### config.mk
export PLATFORM = sky130hd
export DESIGN_NAME = pulse_cmd_decoder_flat
export DESIGN_NICKNAME = d
export VERILOG_FILES = /design/src/rtl/pulse_cmd_if.sv /design/src/rtl/pulse_cmd_decoder.sv /design/src/flat_wrapper.sv
export SDC_FILE = /design/constraint.sdc
export NUM_CORES = 1
export LEC_CHECK = 0
export CAP_MARGIN = 20
export CORE_MARGIN = 2
export CORE_UTILIZATION = 50
export CTS_BUF_LIST = sky130_fd_sc_hd__clkbuf_4 sky130_fd_sc_hd__clkbuf_8
export CTS_CLUSTER_DIAMETER = 40
export DETAILED_ROUTE_END_ITERATION = 16
export PLACE_DENSITY = 0.78
export RECOVER_POWER = 50
export SYNTH_ARGS = -nofsm -noshare
export SYNTH_HDL_FRONTEND = slang
export SYNTH_SLANG_ARGS = --single-unit
### constraint.sdc
create_clock -name clk -period 1.6 [get_ports clk]
set_input_delay 0.48 -clock clk [delete_from_list [all_inputs] [get_ports clk]]
set_output_delay 0.48 -clock clk [all_outputs]
set_load 0.01 [all_outputs]
### src/rtl/pulse_cmd_if.sv
// pulse_cmd_if: host serial link plus decoded counter controls
interface pulse_cmd_if #(parameter int WIDTH = 16);
  logic sck;
  logic sdi;
  logic cs_n;
  logic [WIDTH-1:0] limit;
  logic load;
  logic en;
  logic [3:0] chan;
  logic busy;
  logic frame_err;
  modport master(output sck, sdi, cs_n, input limit, load, en, chan, busy, frame_err);
  modport slave(input sck, sdi, cs_n, output limit, load, en, chan, busy, frame_err);
endinterface

### src/rtl/pulse_cmd_decoder.sv
// pulse_cmd_decoder: serial command frames to limit/load/en for downwardCounter
module pulse_cmd_decoder #(
  parameter int WIDTH = 16,
  parameter int SYNC_STAGES = 2
) (
  input logic clk,
  input logic rst_n,
  pulse_cmd_if.slave bus
);
  localparam int N = 8 + WIDTH;
  localparam int CW = $clog2(N + 2);
  localparam logic [CW-1:0] NB = CW'(N);
  localparam logic [CW-1:0] NOV = CW'(N + 1);
  localparam logic [3:0] OP_LOAD = 4'h1;
  localparam logic [3:0] OP_EN = 4'h2;
  localparam logic [3:0] OP_DIS = 4'h3;
  typedef enum logic [2:0] {IDLE, SHIFT, CHECK, APPLY, PULSE} state_t;
  state_t state, state_n;
  logic [SYNC_STAGES-1:0] sck_q, sdi_q, cs_q;
  logic sck_d, cs_d;
  logic [CW-1:0] cnt, cnt_n;
  logic [N-1:0] sh, sh_n;
  logic [WIDTH-1:0] limit_q, limit_n;
  logic [3:0] chan_q, chan_n;
  logic en_q, en_n, busy_q, busy_n, err_q, err_n, load_q, load_n;
  logic sck_s, sdi_s, cs_s, sck_rise, cs_fall, cs_rise, pulse;
  logic [3:0] op;
  // cs_n chain resets low so a frame held low across reset release cannot start
  always_ff @(posedge clk or negedge rst_n)
    if (!rst_n) begin
      sck_q <= '0;
      sdi_q <= '0;
      cs_q <= '0;
      sck_d <= 1'b0;
      cs_d <= 1'b0;
    end else begin
      sck_q <= {sck_q[SYNC_STAGES-2:0], bus.sck};
      sdi_q <= {sdi_q[SYNC_STAGES-2:0], bus.sdi};
      cs_q <= {cs_q[SYNC_STAGES-2:0], bus.cs_n};
      sck_d <= sck_s;
      cs_d <= cs_s;
    end
  assign sck_s = sck_q[SYNC_STAGES-1];
  assign sdi_s = sdi_q[SYNC_STAGES-1];
  assign cs_s = cs_q[SYNC_STAGES-1];
  assign sck_rise = sck_s & ~sck_d;
  assign cs_fall = cs_d & ~cs_s;
  assign cs_rise = cs_s & ~cs_d;
  assign op = sh[N-1 -: 4];
  assign pulse = (op == OP_LOAD) && en_q;
  always_ff @(posedge clk or negedge rst_n)
    if (!rst_n) begin
      state <= IDLE;
      cnt <= '0;
      sh <= '0;
      limit_q <= '0;
      chan_q <= '0;
      en_q <= 1'b0;
      busy_q <= 1'b0;
      err_q <= 1'b0;
      load_q <= 1'b0;
    end else begin
      state <= state_n;
      cnt <= cnt_n;
      sh <= sh_n;
      limit_q <= limit_n;
      chan_q <= chan_n;
      en_q <= en_n;
      busy_q <= busy_n;
      err_q <= err_n;
      load_q <= load_n;
    end
  // Decode results land on the CHECK->APPLY edge so limit settles a full cycle before load
  always_comb begin
    state_n = state;
    cnt_n = cnt;
    sh_n = sh;
    limit_n = limit_q;
    chan_n = chan_q;
    en_n = en_q;
    busy_n = busy_q;
    err_n = err_q;
    load_n = 1'b0;
    case (state)
      IDLE:
        if (cs_fall) begin
          state_n = SHIFT;
          cnt_n = '0;
          busy_n = 1'b1;
        end
      SHIFT:
        if (cs_rise) state_n = CHECK;
        else if (sck_rise && !cs_s) begin
          sh_n = {sh[N-2:0], sdi_s};
          cnt_n = (cnt == NOV) ? cnt : cnt + 1'b1;
        end
      CHECK:
        if (cnt != NB) begin
          err_n = 1'b1;
          busy_n = 1'b0;
          state_n = IDLE;
        end else begin
          state_n = APPLY;
          busy_n = pulse;
          err_n = !(op inside {OP_LOAD, OP_EN, OP_DIS});
          limit_n = (op == OP_LOAD) ? sh[WIDTH-1:0] : limit_q;
          chan_n = (op == OP_LOAD) ? sh[N-5 -: 4] : chan_q;
          en_n = (op == OP_EN) ? 1'b1 : (op == OP_DIS) ? 1'b0 : en_q;
        end
      APPLY: begin
        state_n = pulse ? PULSE : IDLE;
        load_n = pulse;
      end
      PULSE: begin
        busy_n = 1'b0;
        state_n = IDLE;
      end
      default: state_n = IDLE;
    endcase
  end
  assign bus.limit = limit_q;
  assign bus.load = load_q;
  assign bus.en = en_q;
  assign bus.chan = chan_q;
  assign bus.busy = busy_q;
  assign bus.frame_err = err_q;
endmodule

### src/flat_wrapper.sv
// flat-port wrapper written by rule: the top's interface ports become plain ports
module pulse_cmd_decoder_flat 
#(
  parameter int WIDTH = 16,
  parameter int SYNC_STAGES = 2
)
  (clk, rst_n, bus_sck, bus_sdi, bus_cs_n, bus_limit, bus_load, bus_en, bus_chan, bus_busy, bus_frame_err);
  pulse_cmd_if #(.WIDTH(WIDTH)) bus_i ();
  input logic clk;
  input logic rst_n;
  input wire logic [$bits(bus_i.sck)-1:0] bus_sck;
  input wire logic [$bits(bus_i.sdi)-1:0] bus_sdi;
  input wire logic [$bits(bus_i.cs_n)-1:0] bus_cs_n;
  output wire logic [$bits(bus_i.limit)-1:0] bus_limit;
  output wire logic [$bits(bus_i.load)-1:0] bus_load;
  output wire logic [$bits(bus_i.en)-1:0] bus_en;
  output wire logic [$bits(bus_i.chan)-1:0] bus_chan;
  output wire logic [$bits(bus_i.busy)-1:0] bus_busy;
  output wire logic [$bits(bus_i.frame_err)-1:0] bus_frame_err;
  assign bus_i.sck = bus_sck;
  assign bus_i.sdi = bus_sdi;
  assign bus_i.cs_n = bus_cs_n;
  assign bus_limit = bus_i.limit;
  assign bus_load = bus_i.load;
  assign bus_en = bus_i.en;
  assign bus_chan = bus_i.chan;
  assign bus_busy = bus_i.busy;
  assign bus_frame_err = bus_i.frame_err;
  pulse_cmd_decoder #(.WIDTH(WIDTH), .SYNC_STAGES(SYNC_STAGES)) u_core (.clk(clk), .rst_n(rst_n), .bus(bus_i));
endmodule
Word level (Yosys, flattened, before mapping)
Cells that the tools add are included.
{ "totals": {"ff_bits": 64, "elab_cells": 69} }
{ "op_classes": {"n_addsub": 1, "n_eq_ne": 14, "n_mux": 17, "bitwise_logic": 8, "reduce_logical": 15} }
{ "ops": {"columns": ["operator", "n"], "rows": [
  ["2-to-1 mux 5 bit", 4],
  ["one-hot mux 3 bit (4 select lines)", 1],
  ["one-hot mux 5 bit (2 select lines)", 1],
  ["2-to-1 mux 3 bit", 3],
  ["AND reduction 3 bit", 3],
  ["== test 4 x 2 -> 1 bit, second input constant", 2],
  ["== test 3 x 2 -> 1 bit, second input constant", 2],
  ["2-to-1 mux 1 bit", 6],
  ["!= test 2 x 1 -> 1 bit, second input constant", 3],
  ["nonzero test 3 bit", 2],
  ["adder 5 x 1 -> 5 bit, second input constant", 1],
  ["== test 5 bit, second input constant", 1],
  ["!= test 5 bit, second input constant", 1],
  ["NOT 1 bit", 5],
  ["AND reduction 5 bit", 1],
  ["== test 4 x 1 -> 1 bit, second input constant", 1],
  ["!= test 2 bit, second input constant", 2],
  ["AND reduction 2 bit", 2],
  ["nonzero test 2 bit", 2],
  ["bitwise AND 1 bit", 3],
  ["== test 3 x 1 -> 1 bit, second input constant", 1],
  ["== test 3 bit, second input constant", 1],
  ["logical NOT 3 bit", 1],
  ["one-hot mux 1 bit (3 select lines)", 1],
  ["3 further kinds", 5]
]} }

Logic depth before layout (Yosys ltp)
{ "depth": {"depth_word": 6, "depth_mapped": 7} }

Worst setup path after synthesis
OpenSTA, ideal clock, no wires.
{ "synth_timing": {"kind": "register -> register", "startpoint": "register u_core.cnt[0]", "endpoint": "register u_core.chan_q[0], in the netlist u_core.bus.chan[0]", "setup_time_ns": 0.125, "arrival_ns": 1.611, "required_ns": 1.475, "setup_slack_ns": -0.136, "stages_incl_launch_ff": 8, "path_buffers": 1, "synth_period_minus_slack_ns": 1.736, "cell_sequence": "dfrtp_1 inv_1 ha_1 and4b_1 nor2b_1 and2_4 buf_12 mux2_4"} }
{ "synth_via": {"elab_chain_cells": 3} }
{ "synth_lines": {"columns": ["item", "line_no", "rtl"], "rows": [
  ["from (decl)", "pulse_cmd_decoder.sv:21", "logic [CW-1:0] cnt, cnt_n;"],
  ["from (signal assigned)", "pulse_cmd_decoder.sv:64", "cnt <= cnt_n;"],
  ["!= test 5 bit", "pulse_cmd_decoder.sv:98", "if (cnt != NB) begin"],
  ["NOT 1 bit (no line)", null, null],
  ["AND reduction 3 bit (no line)", null, null],
  ["to (signal assigned)", "pulse_cmd_decoder.sv:67", "chan_q <= chan_n;"],
  ["to (decl)", "pulse_cmd_decoder.sv:24", "logic [3:0] chan_q, chan_n;"]
]} }
Every way passes these cells.
A chain may end at the register's enable or synchronous reset.

Worst setup path in the final report
{ "layout_timing": {"startpoint": "register u_core.cnt[0]", "endpoint": "register u_core.limit_q[2], in the netlist u_core.bus.limit[2]"} }
{ "layout_via": {"elab_chain_cells": 3} }
{ "layout_lines": {"columns": ["item", "line_no", "rtl"], "rows": [
  ["!= test 5 bit", "pulse_cmd_decoder.sv:98", null],
  ["NOT 1 bit (no line)", null, null],
  ["AND reduction 3 bit (no line)", null, null],
  ["to (signal assigned)", "pulse_cmd_decoder.sv:66", "limit_q <= limit_n;"],
  ["to (decl)", "pulse_cmd_decoder.sv:23", "logic [WIDTH-1:0] limit_q, limit_n;"]
]} }
Every way passes these cells.

==> run_results.csv <==
group,metric,value,unit
setup_path,path_cells,"inv_2 > ha_4 > and4b_1 > nor2b_4 > and2_4 > clkbuf_16 > mux2_4",
sta,final-max-slew-violation-count,0,
grt,grtUsageTotal,17.64,%
cts,clk_path_buf_depth,2,
power_and_ir_drop,p_comb_share,8.9,%
route,dr_wl_met3,175,um
power_and_ir_drop,sequentialPowerShare,49.0,%
layout,register_area,0.001602,mm^2
cts,cts_max_level,3,
setup_path,start_kind,"flop",
min_path,hold_depth,0,
synthesis,synth_ff_type,"dfrtp_1",
cts,cts_root_buf,"clkbuf_8",
synthesis,synth-simple-area-share,8.479,%
setup_path,path_class,"reg2reg",
synthesis,synth-xor-area-share,0.6632,%
placed_design,place_inst,285,
layout,multiInputGateArea,970.9,um^2
sta,rsz0062_at_grt,"true",
cts,insertion_delay,0.34,ns
status,violations,"negative setup slack",
synthesis,yosysWarningCount,0,
setup_path,ff2ff_path_depth,7,
placed_design,pre_cts_slack,-0.1244,ns
cts,cts_tree,"yes",
route,drt-pass1-iter-count,4,
sta,setup_slack,-0.1206,ns
grt,grt_overflow_total,0,
die,die_x,76.68,um
placed_design,hpwl,2945,um
die,fp.dieH,76.68,um
setup_path,cp_num_cells,7,
synthesis,synth_cells,173,
die,num_rows,26,
route,wl_per_cell,15.30,um
placed_design,port_buffers,28,
layout,diodes,0,
setup_path,critPathTopFamily,"simple AND/OR/NAND/NOR gates",
cts,numCtsBuffers,9,
placed_design,placed_area,0.003149,mm^2
sta,setup-violations-final,21,
route,wl_met1,2064,um
grt,grt_first_pass_wirelength,8004,um
status,status,"complete, but fails checks",
route,vias,1574,
die,start_util,51.71,%
power_and_ir_drop,swShare,22.58,%
power_and_ir_drop,p_switching,811.6,uW
power_and_ir_drop,p_per_area,1060,mW/mm^2
synthesis,yosysSeqAreaShare,60.63,%
route,highest_layer,"met4",
synthesis,syn_avg_cell_area,15.27,um^2
power_and_ir_drop,irDropWorstVdd,0.0006877,V
sta,hold_ws,0.3511,ns
route,wl_met2,2312,um
route,drt_iter0_drc,103,
setup_path,worstPathRequired,1.82,ns
layout,nFillCells,381,
setup_path,cp_slowest_cell,"dfrtp_1",
power_and_ir_drop,finalPower,3.595,mW
synthesis,synth_cell_type_count,38,
layout,area_growth,28.38,%
power_and_ir_drop,p_int,2.783,mW
placed_design,gp_congestion,0.7980,
sta,fmax,0.5812,GHz
grt,grt_antenna_before_repair,0,
route,drtAntennaViolNets,0,
synthesis,syn_nets,181,
grt,grt_max_degree,65,
job,maxCapViolations,0,
die,core-area,0.005107,mm^2
setup_path,cp_max_fo,6,
route,via_per_inst,5.161,
cts,hold_buffers,0,
min_path,min_path_type,"reg2reg",
setup_path,slowest_delay,0.39,ns
power_and_ir_drop,power.leakage,1.738,nW
sta,finalCriticalPeriod,1.721,ns
sta,period_share,107.5,%
layout,drive_gt1_share,41.28,%
route,drcViolationCount,0,
synthesis,synthMuxAreaShare,21.98,%
synthesis,synth_edf_count,0,
setup_path,critPathBufInv,2,
cts,clk_pin_slew,0.06,ns
setup_path,worstSetupEndpointType,"flop",
synthesis,synth_compound_area_share,3.458,%
setup_path,cp.arrival,1.94,ns
sta,max_slew.worst_pin.slew,0.8529,ns
grt,grt_pass1_vias,1657,
sta,slew_headroom,43.14,%
synthesis,synth_area,0.002641,mm^2
power_and_ir_drop,p_clk_share,42.1,%
synthesis,async_flop_share,100.0,%
layout,stdcell_area,0.003391,mm^2
layout,final_cells,305,
synthesis,synthAdderAreaFrac,1.421,%
layout,nets,238,
synthesis,ys_seq_elements,64,
route,wl,4666,um
die,die_area,0.005880,mm^2
sta,skew,0.007738,ns
cts,clock_sinks,64,
sta,hold_violations,0,
die,pin_count,29,
synthesis,synth_top_family_by_area,"multiplexers",
cell type report:
cell class | instances | area share (%)
clock buffers | 10 | 4.059
inverters | 5 | 0.5535
repair buffers | 53 | 14.50
well taps | 70 | 2.583
flip-flops and latches | 64 | 47.23
clock inverters | 6 | 2.435
multi-input cells | 97 | 28.63
cells in the mapped netlist, types with 2 or more instances:
library cell | instances | area (um^2)
nand2_1 | 2 | 7.510
and3_1 | 2 | 12.51
a21oi_1 | 4 | 20.02
inv_1 | 5 | 18.77
mux2_4 | 20 | 300.3
buf_2 | 3 | 15.01
ha_1 | 3 | 37.54
and4b_1 | 2 | 20.02
nand3b_1 | 3 | 22.52
buf_12 | 2 | 40.04
nor2b_1 | 2 | 12.51
o21ai_0 | 5 | 25.02
nand3_1 | 7 | 35.03
nor2_1 | 3 | 11.26
mux2_2 | 24 | 270.3
dfrtp_1 | 64 | 1602
what timing repair did:
action | 4_1_cts | 5_1_grt
endpoints found under the setup margin | 44 | 24
cloned | 0 | 1
resized for setup | 24 | 8
endpoints found under the hold margin | 0 | 0
pin swaps | 0 | 5
setup buffers | 2 | 1
metal layers:
| layer | GRT usage (%) | vias to the layer above |
|---|---|---|
| li1 | - | 732 |
| met1 | 23.07 | 799 |
| met2 | 26.58 | 31 |
| met3 | 4.706 | 12 |
| met4 | 10.18 | 0 |
| met5 | 0 | - |
registers in the layout (all words and copies together), names as in the netlist, 2 cells and up:
name,count
u_core.bus.chan,4
u_core.bus.limit,16
u_core.cnt,5
u_core.cs_q,2
u_core.sck_q,2
u_core.sdi_q,2
u_core.sh,24
u_core.state,3
cell families after synthesis:
group	Yosys count
DFF	64
muxes	45
and+or+nand+nor	32
AOI/OAI and AO/OA	15
buffers and inverters	12
adders and majority gates	3
xor gates and xnor gates	2
cell usage in the layout, fill, tap and decap left out, types with 2 or more instances in the layout:
cell type	synthesis	routed
inv_1	5	3
a21oi_1	4	4
nor2_1	3	3
nand3_1	7	7
dfrtp_1	64	64
buf_4	0	19
inv_2	0	2
ha_1	3	2
and3_1	2	2
buf_12	2	3
clkinv_2	0	3
mux2_4	20	20
clkdlybuf4s50_1	0	3
o21ai_1	0	3
nand3b_1	3	3
and4b_1	2	2
bufinv_16	0	2
o21ai_0	5	2
mux2_2	24	24
nand2_1	2	2
dlygate4sd2_1	0	24
clkbuf_8	0	10
stage by stage:
step	util, %	setup TNS (ns)
floorplan	-	-1.599
global placement	61.66	-1.576
detailed placement	61.66	-1.978
CTS	65.68	-2.010
global route	66.39	-4.006
finish	66.39	-2.089
path summary, 6_finish.rpt:
check,startpoint,to,slack [ns]
setup / recovery,u_core.cnt[0],u_core.bus.limit[2],-0.12
hold / removal,u_core.cs_q[0],u_core.cs_q[1],0.35
setup reg to reg,u_core.cnt[0],u_core.bus.limit[2],-0.12
hold reg to reg,u_core.cs_q[0],u_core.cs_q[1],0.35
max in group asynchronous,rst_n,u_core.cnt[0],0.69
min in group asynchronous,rst_n,u_core.cs_d,0.36
power by group through the flow:
stage	combinational [mW]	clock, mW	sequential [mW]
final	0.319	1.51	1.76
after CTS	0.300	1.54	1.76
after detailed placement	0.299	0	1.79
after global placement	0.284	0	1.79
after global routing	0.360	1.62	1.77
after floorplan	0.139	0	1.79
No activity file was read; power rests on OpenSTA's default activity.
